===== config.mk =====
export PLATFORM = sky130hd
export DESIGN_NAME = apb_mig_bridge
export DESIGN_NICKNAME = d
export VERILOG_FILES = /design/src/rtl/apb_mig_bridge.sv
export SDC_FILE = /design/constraint.sdc
export NUM_CORES = 1
export LEC_CHECK = 0
export CAP_MARGIN = 10
export CORE_AREA = 2 2 164 166
export DETAILED_ROUTE_END_ITERATION = 8
export DIE_AREA = 0 0 166 168
export HOLD_SLACK_MARGIN = 0.12
export PLACE_DENSITY = 0.68
export SLEW_MARGIN = 5
export SYNTH_ARGS = -nofsm -noshare
export SYNTH_HDL_FRONTEND = slang
export SYNTH_SLANG_ARGS = --single-unit

===== constraint.sdc =====
create_clock -name pclk_i -period 2.3 [get_ports pclk_i]
set_input_delay 0.46 -clock pclk_i [delete_from_list [all_inputs] [get_ports pclk_i]]
set_output_delay 0.46 -clock pclk_i [all_outputs]
set_load 0.02 [all_outputs]

===== src/rtl/apb_mig_bridge.sv =====
// APB slave to Xilinx MIG user-interface bridge.
// One 32-bit APB word maps onto one lane of a 128-bit MIG burst.
module apb_mig_bridge #(
  parameter int ADDR_W     = 32,
  parameter int DATA_W     = 32,
  parameter int MIG_ADDR_W = 28,
  parameter int MIG_DATA_W = 128
) (
  input  logic                    pclk_i,
  input  logic                    preset_ni,
  input  logic [ADDR_W-1:0]       paddr_i,
  input  logic [DATA_W-1:0]       pwdata_i,
  input  logic                    pwrite_i,
  input  logic                    psel_i,
  input  logic                    penable_i,
  input  logic [DATA_W/8-1:0]     pstrb_i,
  output logic [DATA_W-1:0]       prdata_o,
  output logic                    pready_o,
  output logic                    pslverr_o,
  input  logic                    init_calib_complete_i,
  output logic [MIG_ADDR_W-1:0]   app_addr_o,
  output logic [2:0]              app_cmd_o,
  output logic                    app_en_o,
  input  logic                    app_rdy_i,
  output logic [MIG_DATA_W-1:0]   app_wdf_data_o,
  output logic [MIG_DATA_W/8-1:0] app_wdf_mask_o,
  output logic                    app_wdf_wren_o,
  output logic                    app_wdf_end_o,
  input  logic                    app_wdf_rdy_i,
  input  logic [MIG_DATA_W-1:0]   app_rd_data_i,
  input  logic                    app_rd_data_valid_i
);

  localparam int SW = DATA_W / 8;

  typedef enum logic [2:0] {
    IDLE, WR, RD_CMD, RD_WAIT, RESP
  } state_t;

  state_t state, next;

  logic                  setup;
  logic                  err;
  logic                  cmd_ok;
  logic                  dat_ok;
  logic [1:0]            lane_q;
  logic [27:0]           addr_w;
  logic [MIG_DATA_W/8-1:0] wmask;
  logic [DATA_W-1:0]     rd_lane;

  assign setup  = psel_i & ~penable_i;
  assign err    = (paddr_i[1:0] != 2'b00)
                | ((paddr_i >> 28) != '0)
                | ~init_calib_complete_i;
  assign addr_w = {1'b0, paddr_i[27:4], 3'b000};
  // A strobe that is already low means its handshake finished earlier.
  assign cmd_ok = ~app_en_o | app_rdy_i;
  assign dat_ok = ~app_wdf_wren_o | app_wdf_rdy_i;

  // Byte mask: only the addressed lane is writable, under pstrb.
  always_comb begin
    wmask = '1;
    for (int i = 0; i < 4; i++) begin
      if (paddr_i[3:2] == 2'(i)) begin
        wmask[i*SW +: SW] = ~pstrb_i;
      end
    end
  end

  // Pick the addressed 32-bit lane out of the returned burst.
  always_comb begin
    rd_lane = '0;
    for (int i = 0; i < 4; i++) begin
      if (lane_q == 2'(i)) begin
        rd_lane = app_rd_data_i[i*DATA_W +: DATA_W];
      end
    end
  end

  // State register.
  always_ff @(posedge pclk_i or negedge preset_ni) begin
    if (!preset_ni) state <= IDLE;
    else            state <= next;
  end

  // Next-state logic.
  always_comb begin
    next = state;
    unique case (state)
      IDLE: begin
        if (setup) begin
          if (err)           next = RESP;
          else if (pwrite_i) next = WR;
          else               next = RD_CMD;
        end
      end
      WR:      if (cmd_ok && dat_ok)    next = RESP;
      RD_CMD:  if (app_rdy_i)           next = RD_WAIT;
      RD_WAIT: if (app_rd_data_valid_i) next = RESP;
      RESP:    next = IDLE;
      default: next = IDLE;
    endcase
  end

  // Registered APB and MIG outputs.
  always_ff @(posedge pclk_i or negedge preset_ni) begin
    if (!preset_ni) begin
      prdata_o       <= '0;
      pready_o       <= 1'b0;
      pslverr_o      <= 1'b0;
      app_en_o       <= 1'b0;
      app_wdf_wren_o <= 1'b0;
      app_wdf_end_o  <= 1'b0;
      app_cmd_o      <= 3'b000;
      app_addr_o     <= '0;
      app_wdf_data_o <= '0;
      app_wdf_mask_o <= '1;
      lane_q         <= 2'b00;
    end else begin
      pready_o <= (next == RESP);
      unique case (state)
        IDLE: begin
          if (setup) begin
            lane_q <= paddr_i[3:2];
            if (err) begin
              pslverr_o <= 1'b1;
              prdata_o  <= '0;
            end else begin
              pslverr_o  <= 1'b0;
              app_addr_o <= MIG_ADDR_W'(addr_w);
              app_cmd_o  <= pwrite_i ? 3'b000 : 3'b001;
              app_en_o   <= 1'b1;
              if (pwrite_i) begin
                app_wdf_wren_o <= 1'b1;
                app_wdf_end_o  <= 1'b1;
                app_wdf_data_o <= {4{pwdata_i}};
                app_wdf_mask_o <= wmask;
              end
            end
          end
        end
        WR: begin
          if (app_en_o && app_rdy_i) app_en_o <= 1'b0;
          if (app_wdf_wren_o && app_wdf_rdy_i) begin
            app_wdf_wren_o <= 1'b0;
            app_wdf_end_o  <= 1'b0;
          end
        end
        RD_CMD:  if (app_rdy_i) app_en_o <= 1'b0;
        RD_WAIT: if (app_rd_data_valid_i) prdata_o <= rd_lane;
        default: ;
      endcase
    end
  end

endmodule


==> results by group, run 1 <==
Final layout
  • Fillers: ~2,500
  • Nets: 988
  • Antenna diodes: 0
  • Final Cell Area: 10,800 um^2
  • Most frequent cells in the layout: 405 x clkdlybuf4s50_1, 97 x dfrtp_1, 78 x mux2_2
  • Layout cells sized above 1: roughly 26%
  • Commonest non-fill, non-tap cell in the layout: clkdlybuf4s50_1
  • Synthesis-to-finish area growth: 75.8%

Pwr
  • Sequential power share: roughly a third
  • Power, Total: just over 6 mW
  • Switch Pwr: 1.50 mW
  • Pint: between 4 and 5 mW
  • Peak supply drop: a little under 0.4 mV
  • Pwr dens: a little under 600 nW/um^2
  • Clock share of power: 46.9%
  • Combinational share of power: 19.2%
  • P_leak: roughly 4.5 nW
  • Sw frac: about 24%

CTS
  • CTS tree: yes
  • Clk pin slew, worst setup/hold paths: 60 ps
  • Worst-Skew Late Latency: ~400 ps
  • CTS max path bufs: 2
  • Root buf cell: clkbuf_16
  • CTS Buf Count: 17
  • Clock sink total: about 110
  • Htree depth: 4

Synthesis
  • Synth cell types: 35
  • FF+latch count, synth: around 110
  • Post-Syn Area: 6120 um^2
  • Post-synth EDFFs: 0
  • Synth Warn #: 0
  • Synth area leader: dfrtp_1
  • Avg Inst Size Synth: roughly 14 um^2
  • Dominant synthesized flop cell: dfrtp_1
  • Synthesized instance count: approximately 450
  • Area share of the largest cell type after synthesis: roughly 40%
  • Synth top area cells: dfrtp_1 40%, mux2_2 14%, buf_4 14%
  • Sequential area share after synthesis: 46.9%
  • FFs w/ async S/R, synth: 100%

STA
  • PnR worst setup slack: ~120 ps
  • Worst Skew: roughly 8.2 ps
  • Final setup fails: 0
  • Final-report max-slew violation count: 0
  • Crit path time final: between 2000 and 2500 ps
  • Fin. Hold Viols: 0
  • Worst Max-Slew Pin Slew: between 500 and 600 ps
  • Fmax: around 460 MHz
  • Period utilisation layout: roughly 95%
  • Unrepaired setup endpoints after global routing: no
  • Rel. slew slack: about three fifths

GRT
  • First-pass GRT wire length: 28,700 um
  • Vias in the first global route: 5,083
  • Initial antenna violation count: 0
  • Global route total overflow: 0
  • Largest net degree at the start of global routing: 56
  • GRT Total Usage: a little over an eighth

Placed design
  • Pre-CTS setup slack: -434 ps
  • Detailed Place HPWL: approximately 15,000 um
  • IO buf count: 410
  • Placer Congestion: between 0.7 and 0.8
  • Placed Area: approximately 10000 um^2

Floorplanning
  • Initial Util: between 20% and 30%
  • Die X: roughly 170 um
  • Row count: 60
  • Die area: roughly 28,000 um^2
  • DIE HEIGHT: 168 um
  • IO Pins: between 400 and 500
  • Core area: about 26,000 um^2

Status
  • Status: finished clean

Worst hold path
  • Worst hold-check path type: in2async

Setup path
  • Crit. End Element: flip-flop
  • Worst EP required: 2590 ps
  • Critical path arrival: 2470 ps
  • Startpoint Class: input port
  • CP Max Fanout: 5
  • WS Path Type: in2reg

Detailed routing
  • Drt initial violations: between 100 and 150
  • DRC: 0
  • DR WL/cell: roughly 17 um
  • Via/cell ratio: roughly 4.2
  • Final ANT Viol Nets: 0
  • Vias: between 4,000 and 5,000
  • Drt first pass iters: 4
  • Final WL: around 19,000 um

Job
  • Max-cap violation count: 0
power by group through the flow:
| stage | clock network (mW) | logic (mW) | registers, mW |
|---|---|---|---|
| after floorplan | 0 | 0.545 | 2.19 |
| after global placement | 0 | 1.19 | 2.14 |
| after detailed placement | 0 | 1.20 | 2.15 |
| after CTS | 3.02 | 1.20 | 2.11 |
| after global routing | 3.14 | 1.27 | 2.12 |
| final | 2.92 | 1.19 | 2.11 |
critical path, cell delays in order:
cell and delay, ps:
dlymetal6s2s_1 120, or4b_4 540, or4_4 550, a21oi_4 210, buf_12 150, clkbuf_16 150, mux2_4 290
layer usage:
layer | track usage, % | routed length [um]
met3 | 4.65 | 1540
met1 | 14.4 | 7050
met2 | 23.9 | 10000
met5 | 0 | 0
met4 | 4.76 | 392
synth_stat cells, types with 6 or more instances:
| library cell | instances |
|---|---|
| dfrtp_1 | 98 |
| nand3_1 | 6 |
| nor2b_1 | 17 |
| mux4_2 | 32 |
| buf_2 | 6 |
| buf_4 | 112 |
| clkbuf_1 | 8 |
| mux2_4 | 10 |
| mux2_2 | 78 |
| nand2_1 | 12 |
| dfstp_2 | 16 |
| nor2_1 | 8 |
| a22o_1 | 17 |
flip-flops by register name, summed over array words and instances (netlist names):
| register | flops |
|---|---|
| app_cmd_o | 1 |
| app_wdf_data_o | 32 |
| app_wdf_end_o | 1 |
| prdata_o | 32 |
| app_en_o | 1 |
| lane_q | 2 |
| app_wdf_mask_o | 16 |
| pslverr_o | 1 |
| pready_o | 1 |
| state | 3 |
| app_addr_o | 24 |
path summary, 6_finish.rpt:
check | startpoint | endpoint | slack, ps | cells after the start
min in group pclk_i | prdata_o[14]$_DFFE_PN0P_ | prdata_o[14]$_DFFE_PN0P_ | 500 | 1
worst min-delay path | preset_ni | app_wdf_data_o[104]$_DFFE_PN0P_ | 460 | 2
max in group asynchronous | preset_ni | prdata_o[14]$_DFFE_PN0P_ | 980 | 3
worst min register to register | prdata_o[14]$_DFFE_PN0P_ | prdata_o[14]$_DFFE_PN0P_ | 500 | 1
worst max-delay path | paddr_i[30] | prdata_o[12]$_DFFE_PN0P_ | 120 | 7
worst max register to register | state[1]$_DFF_PN0_ | prdata_o[12]$_DFFE_PN0P_ | 400 | 7
what timing repair did:
| action | 4_1_cts | 5_1_grt |
|---|---|---|
| gates resized for setup | 0 | 8 |
| endpoints found under the setup margin | 0 | 47 |
| endpoints found under the hold margin | 14 | 0 |
| hold buffers | 1 | 0 |
| buffers inserted | 0 | 1 |
cell families (layout without fill, tap and decap cells):
kind of cell | after synthesis | count (layout) | synth area share [%]
AO/OA/AOI/OAI | 26 | 26 | 3.70
XOR/XNOR | 1 | 1 | 0.143
buffers and inverters | 134 | 474 | 15.6
flip-flops | 114 | 114 | 46.9
multiplexers | 121 | 121 | 28.7
other | 1 | 6 | 0.0612
AND/OR/NAND/NOR | 54 | 54 | 4.84
per-stage QoR:
step,hold WS [ps],instances,setup TNS (ps),utilization (%)
after floorplan,164,456,0,-
after global placement,338,1099,-37760,37.8
after detailed placement,338,1099,-39400,37.8
after CTS,451,1132,0,40.3
after global routing,469,1137,0,40.8
final,460,1137,0,40.8
final cells by class:
class / instances / area, um^2 / area share (%)
Timing Repair Buffer: 437 / 4460 / 41.5
Sequential cell: 114 / 2870 / 26.7
Multi-Input combinational cell: 208 / 2330 / 21.7
Clock buffer: 19 / 453 / 4.21
Tap cell: 341 / 427 / 3.96
Clock inverter: 13 / 195 / 1.81
Inverter: 5 / 18.8 / 0.174
(Power assumes the default switching activity.)
==> run 2, diff against run 1 <==
--- a/config.mk
+++ b/config.mk
@@ -6,11 +6,11 @@
 export NUM_CORES = 1
 export LEC_CHECK = 0
 export CAP_MARGIN = 10
-export CORE_AREA = 2 2 164 166
+export CORE_AREA = 10 10 154 156
 export DETAILED_ROUTE_END_ITERATION = 8
-export DIE_AREA = 0 0 166 168
+export DIE_AREA = 0 0 164 166
 export HOLD_SLACK_MARGIN = 0.12
-export PLACE_DENSITY = 0.68
+export PLACE_DENSITY = 0.8
 export SLEW_MARGIN = 5
 export SYNTH_ARGS = -nofsm -noshare
 export SYNTH_HDL_FRONTEND = slang
==> run 2 against run 1 <==
Register-to-register slack got worse by 40 ps. Critical path depth fell by 1. Critical path type unchanged. Cell count fell by 5.6%.
==> results by group, run 2 (synthesized netlist as in run 1, its figures left out) <==
Detailed routing
  • Top sig layer: met4
  • Met3 Wirelength: ~2400 um
  • Vias: about 4,800
  • DRC: 0
  • Drt initial violations: around 220
  • Via/cell ratio: approximately 4.5
  • Routed length on met2: 12,100 um
  • M1 WL: around 8500 um
  • DR WL/cell: around 22 um
  • Drt first pass iters: 6
  • Final ANT Viol Nets: 0
  • Final WL: 23,200 um

GRT
  • Global route total overflow: 0
  • Largest net degree at the start of global routing: between 60 and 70
  • GRT Total Usage: between 15 and 20%
  • First-pass GRT wire length: roughly 34,000 um
  • Vias in the first global route: 5,290
  • Initial antenna violation count: 2

STA
  • Crit path time final: between 2000 and 2500 ps
  • Final setup fails: 0
  • Final-report max-slew violation count: 0
  • Fmax: around 450 MHz
  • Period utilisation layout: a little under 100%
  • Fin. Hold Viols: 0
  • Worst Skew: ~7 ps
  • PnR worst setup slack: just under 60 ps
  • Unrepaired setup endpoints after global routing: yes

Setup path
  • Critical path buffers and inverters: 2
  • Crit-path max cell delay: 530 ps
  • Worst r2r dst: app_wdf_data_o[111]$_DFFE_PN0P_
  • Setup crit end: prdata_o[3]$_DFFE_PN0P_
  • Critical path's slowest cell: or4b_4
  • CP Max Fanout: 12
  • Critical path arrival: 2530 ps
  • Reg-to-reg critical path startpoint: state[1]$_DFF_PN0_
  • CP Cell Sequence: dlygate4sd2_1 -> or4b_4 -> or4_4 -> a21oi_4 -> bufbuf_16 -> mux2_4
  • R2R Setup Slk: between 300 and 400 ps
  • WS Path Type: in2reg
  • Crit. End Element: flip-flop
  • Startpoint Class: input port
  • CP top delay family: simple AND/OR/NAND/NOR gates
  • Critical Path Stages: 6
  • Worst reg2reg path depth: 5
  • Worst EP required: ~2600 ps
  • CP Launch Point: paddr_i[28]

Final layout
  • Nets: roughly 990
  • Fin cells: around 1,100
  • Layout cells sized above 1: between 20% and 30%
  • Largest registers: app_wdf_data_o (32), prdata_o (32), app_addr_o (24)
  • Commonest non-fill, non-tap cell in the layout: clkdlybuf4s50_1
  • Synthesis-to-finish area growth: 73.2%
  • Most frequent cells in the layout: 405 x clkdlybuf4s50_1, 97 x dfrtp_1, 77 x mux2_2

CTS
  • CTS max path bufs: 2
  • CTS tree: yes
  • Root buf cell: clkbuf_16
  • Worst-Skew Late Latency: about 400 ps
  • Htree depth: 4
  • Clk pin slew, worst setup/hold paths: around 60 ps
  • CTS Buf Count: 17
  • Clock sink total: 114

Floorplanning
  • Initial Util: between 20 and 30%
  • Die area: 27,200 um^2
  • Die X: 164 um
  • Row count: 53
  • Core area: 20,700 um^2
  • DIE HEIGHT: ~170 um
  • IO Pins: roughly 420

Worst hold path
  • Worst hold-check path type: reg2reg
  • Hold path depth: 1

Job
  • Max-cap violation count: 0

Pwr
  • Peak supply drop: approximately 0.44 mV
  • P_leak: around 4.4 nW
  • Power, Total: between 6 and 7 mW
  • Pwr dens: between 500 and 600 nW/um^2

Placed design
  • Pre-CTS setup slack: -468 ps
  • Detailed Place HPWL: roughly 19,000 um
  • Placer Congestion: between 0.8 and 0.9
  • IO buf count: 410
  • Placed insts: slightly above 1,000

Status
  • Status: finished clean
run 2: cell type report:
type,count,area [um^2]
diodes,2,5.00
clock buffers,23,478
clock inverters,9,131
fillers,1821,10100
inverters,5,18.8
multi-input cells,208,2320
flip-flops and latches,114,2870
well taps,275,344
repair buffers,437,4430
run 2: power breakdown:
part           internal [mW]  leakage [nW]  total, mW  switching, mW
Sequential              2.07          1.52       2.12         0.0521
Clock                   1.79         0.289       2.70          0.916
Combinational          0.772          2.63       1.23          0.455
Total                   4.63          4.44       6.05           1.42
run 2: worst min path at each step:
stage,from,end
2_1_floorplan,preset_ni,app_addr_o[10]$_DFFE_PN0P_
3_3_place_gp,preset_ni,app_addr_o[26]$_DFFE_PN0P_
3_5_place_dp,preset_ni,app_addr_o[26]$_DFFE_PN0P_
4_1_cts,prdata_o[18]$_DFFE_PN0P_,prdata_o[18]$_DFFE_PN0P_
5_1_grt,app_addr_o[21]$_DFFE_PN0P_,app_addr_o[21]$_DFFE_PN0P_
6_report,prdata_o[5]$_DFFE_PN0P_,prdata_o[5]$_DFFE_PN0P_
run 2: repair_timing:
item | 4_1_cts | 5_1_grt
buffers inserted | 1 | 0
resized for setup | 7 | 0
endpoints found under the hold margin | 98 | 0
pin swaps | 0 | 1
cloned | 2 | 0
hold buffers | 1 | 0
setup endpoints to repair | 39 | 10
run 2: layer usage:
metal	vias up	global-route usage [%]
li1	2169	-
met1	2414	17.2
met2	234	29.3
met3	15	6.72
met4	0	2.99
met5	-	0
run 2: per-stage QoR:
step           instance area (um^2)  util, %  setup TNS (ps)  hold WS [ps]
2_1_floorplan                  6140        -               0           164
3_3_place_gp                   9900     47.9          -43120           480
3_5_place_dp                   9900     47.9          -43280           486
4_1_cts                       10600     51.2               0           505
5_1_grt                       10600     51.2           -4.99           518
6_report                      10600     51.3               0           501
==> RTL change, RTL diff (config.mk and constraints of run 2) <==
Encoding of `state_t`: now Gray code (3 bits for 5 states).
--- a/src/rtl/apb_mig_bridge.sv
+++ b/src/rtl/apb_mig_bridge.sv
@@ -35,5 +35,5 @@
 
   typedef enum logic [2:0] {
-    IDLE, WR, RD_CMD, RD_WAIT, RESP
+    IDLE = 3'b000, WR = 3'b001, RD_CMD = 3'b011, RD_WAIT = 3'b010, RESP = 3'b110
   } state_t;
 
Behaviour: no difference found for any inputs over 4 cycles, from zero or initial values and one cycle with preset_ni low; so few cycles prove little.
==> RTL change against run 2 <==
Largest cell class unchanged; highest routed layer is now met5; utilization grew 0.50 points; final area grew 0.97%; routed wire length shrank 4.1%; setup slack lost 0.027 ns; global-route usage shrank 0.60 points; first-iteration DRC count shrank 27%; synthesized area grew 3.9%; sequential cell count is the same.
Power is not compared: it rests on default switching activity, and its combinational part moved more than twofold at a synthesized area within 25%.
==> RTL change: results (changes against run 2) <==
Status
  – Outcome: completed (unchanged)

Global route
  – Largest net degree at the start of global routing: 44 (was 66)
  – Vias in the first global route: 5619 (was 5290)
  – Total Routing Usage GR: 15.6% (was 16.2%)
  – First-pass GRT wire length: 32.7 mm (was 33.6 mm)
  – Initial antenna violation count: 1 (was 2)

Placed design
  – DP Cell Count: 1079 (was 1035)
  – DPL Wire Length: 18.9 mm (about the same)
  – Area after DPL: 10100 um^2 (was 9900 um^2)
  – Gpl congestion: 0.714 (was 0.826)

Setup path
  – Max FO, Critical Path: 16 (was 12)
  – RR Startpoint: state[2]$_DFF_PN0_ (was state[1]$_DFF_PN0_)
  – Worst path slowest cell: or4b_1 (was or4b_4)
  – Critical Path AT: 2.56 ns (was 2.53 ns)
  – Crit-path max cell delay: 0.60 ns (was 0.53 ns)

Yosys
  – Most frequent cells after synthesis: buf_4 (106), dfrtp_1 (98), mux2_4 (38) (was buf_4 (112), dfrtp_1 (98), mux2_2 (78))
  – Register area share after synthesis: 45.1% (was 46.9%)
  – Area contributors post-synth: dfrtp_1 (39%), buf_4 (13%), mux4_2 (11%) (was dfrtp_1 (40%), mux2_2 (14%), buf_4 (14%))

Layout
  – N_diodes: 0 (was 2)
  – # fillers: 1800 (was 1821)
  – Post-Layout Inst Area: 10700 um^2 (was 10600 um^2)
  – Layout cells sized above 1: 20.2% (was 24.9%)

Routing
  – Vias: 4926 (was 4832)
  – DR iter-0 viols: 164 (was 224)
  – TritonRoute pass-1 iters: 4 (was 6)

Clock network
  – Post-CTS setup buffer count: 0 (was 1)
  – Post-CTS Resized: 0 (was 7)

Timing
  – Layout Skew: 0.0104 ns (was 0.00697 ns)
[RTL change: cell count changes in the layout (fill, tap and decap cells not counted), sizes merged, moves of 5 or more]
cell / before / now
nor2b: 17 / 2
buf: 25 / 20
a31oi: 0 / 10
nand2: 12 / 36
a22o: 17 / 0
mux2: 89 / 64
a21oi: 2 / 11
mux2i: 0 / 32
inv: 5 / 37
[RTL change: cells by family (layout without fill, tap and decap cells)]
logic type,Yosys count,after routing,share of synthesized area (%)
compound gates,27,27,2.58
buf+inv,168,497,17.6
flops,114,114,45.1
mux,128,128,29.9
other cells,1,6,0.0589
simple gates,64,64,4.72
[RTL change: final cells by class]
| cell class | count | area share, % |
|---|---|---|
| repair buffers | 430 | 40.8 |
| clock inverters | 12 | 1.25 |
| inverters | 36 | 1.26 |
| clock buffers | 19 | 4.23 |
| multi-input cells | 225 | 22.4 |
| flip-flops and latches | 114 | 26.8 |
| well taps | 275 | 3.21 |
[RTL change: worst paths after layout]
kind                                                   end  slack, ns  cells after the start
min in group asynchronous          prdata_o[5]$_DFFE_PN0P_       0.54                      2
hold / removal                          state[1]$_DFF_PN0_       0.50                      1
setup reg to reg           app_wdf_data_o[103]$_DFFE_PN0P_       0.35                      5
setup / recovery           app_wdf_data_o[103]$_DFFE_PN0P_       0.03                      6
hold reg to reg                         state[1]$_DFF_PN0_       0.50                      1
max in group asynchronous   app_wdf_mask_o[15]$_DFFE_PN1P_       1.13                      3
[RTL change: metal layers]
metal / global-route usage [%] / share of wire, % / vias to the layer above
li1: - / - / 2263
met1: 14.3 / 33 / 2377
met2: 30.0 / 54 / 265
met3: 7.83 / 12 / 19
met4: 2.64 / 1.0 / 2
met5: 0 / 0.058 / -
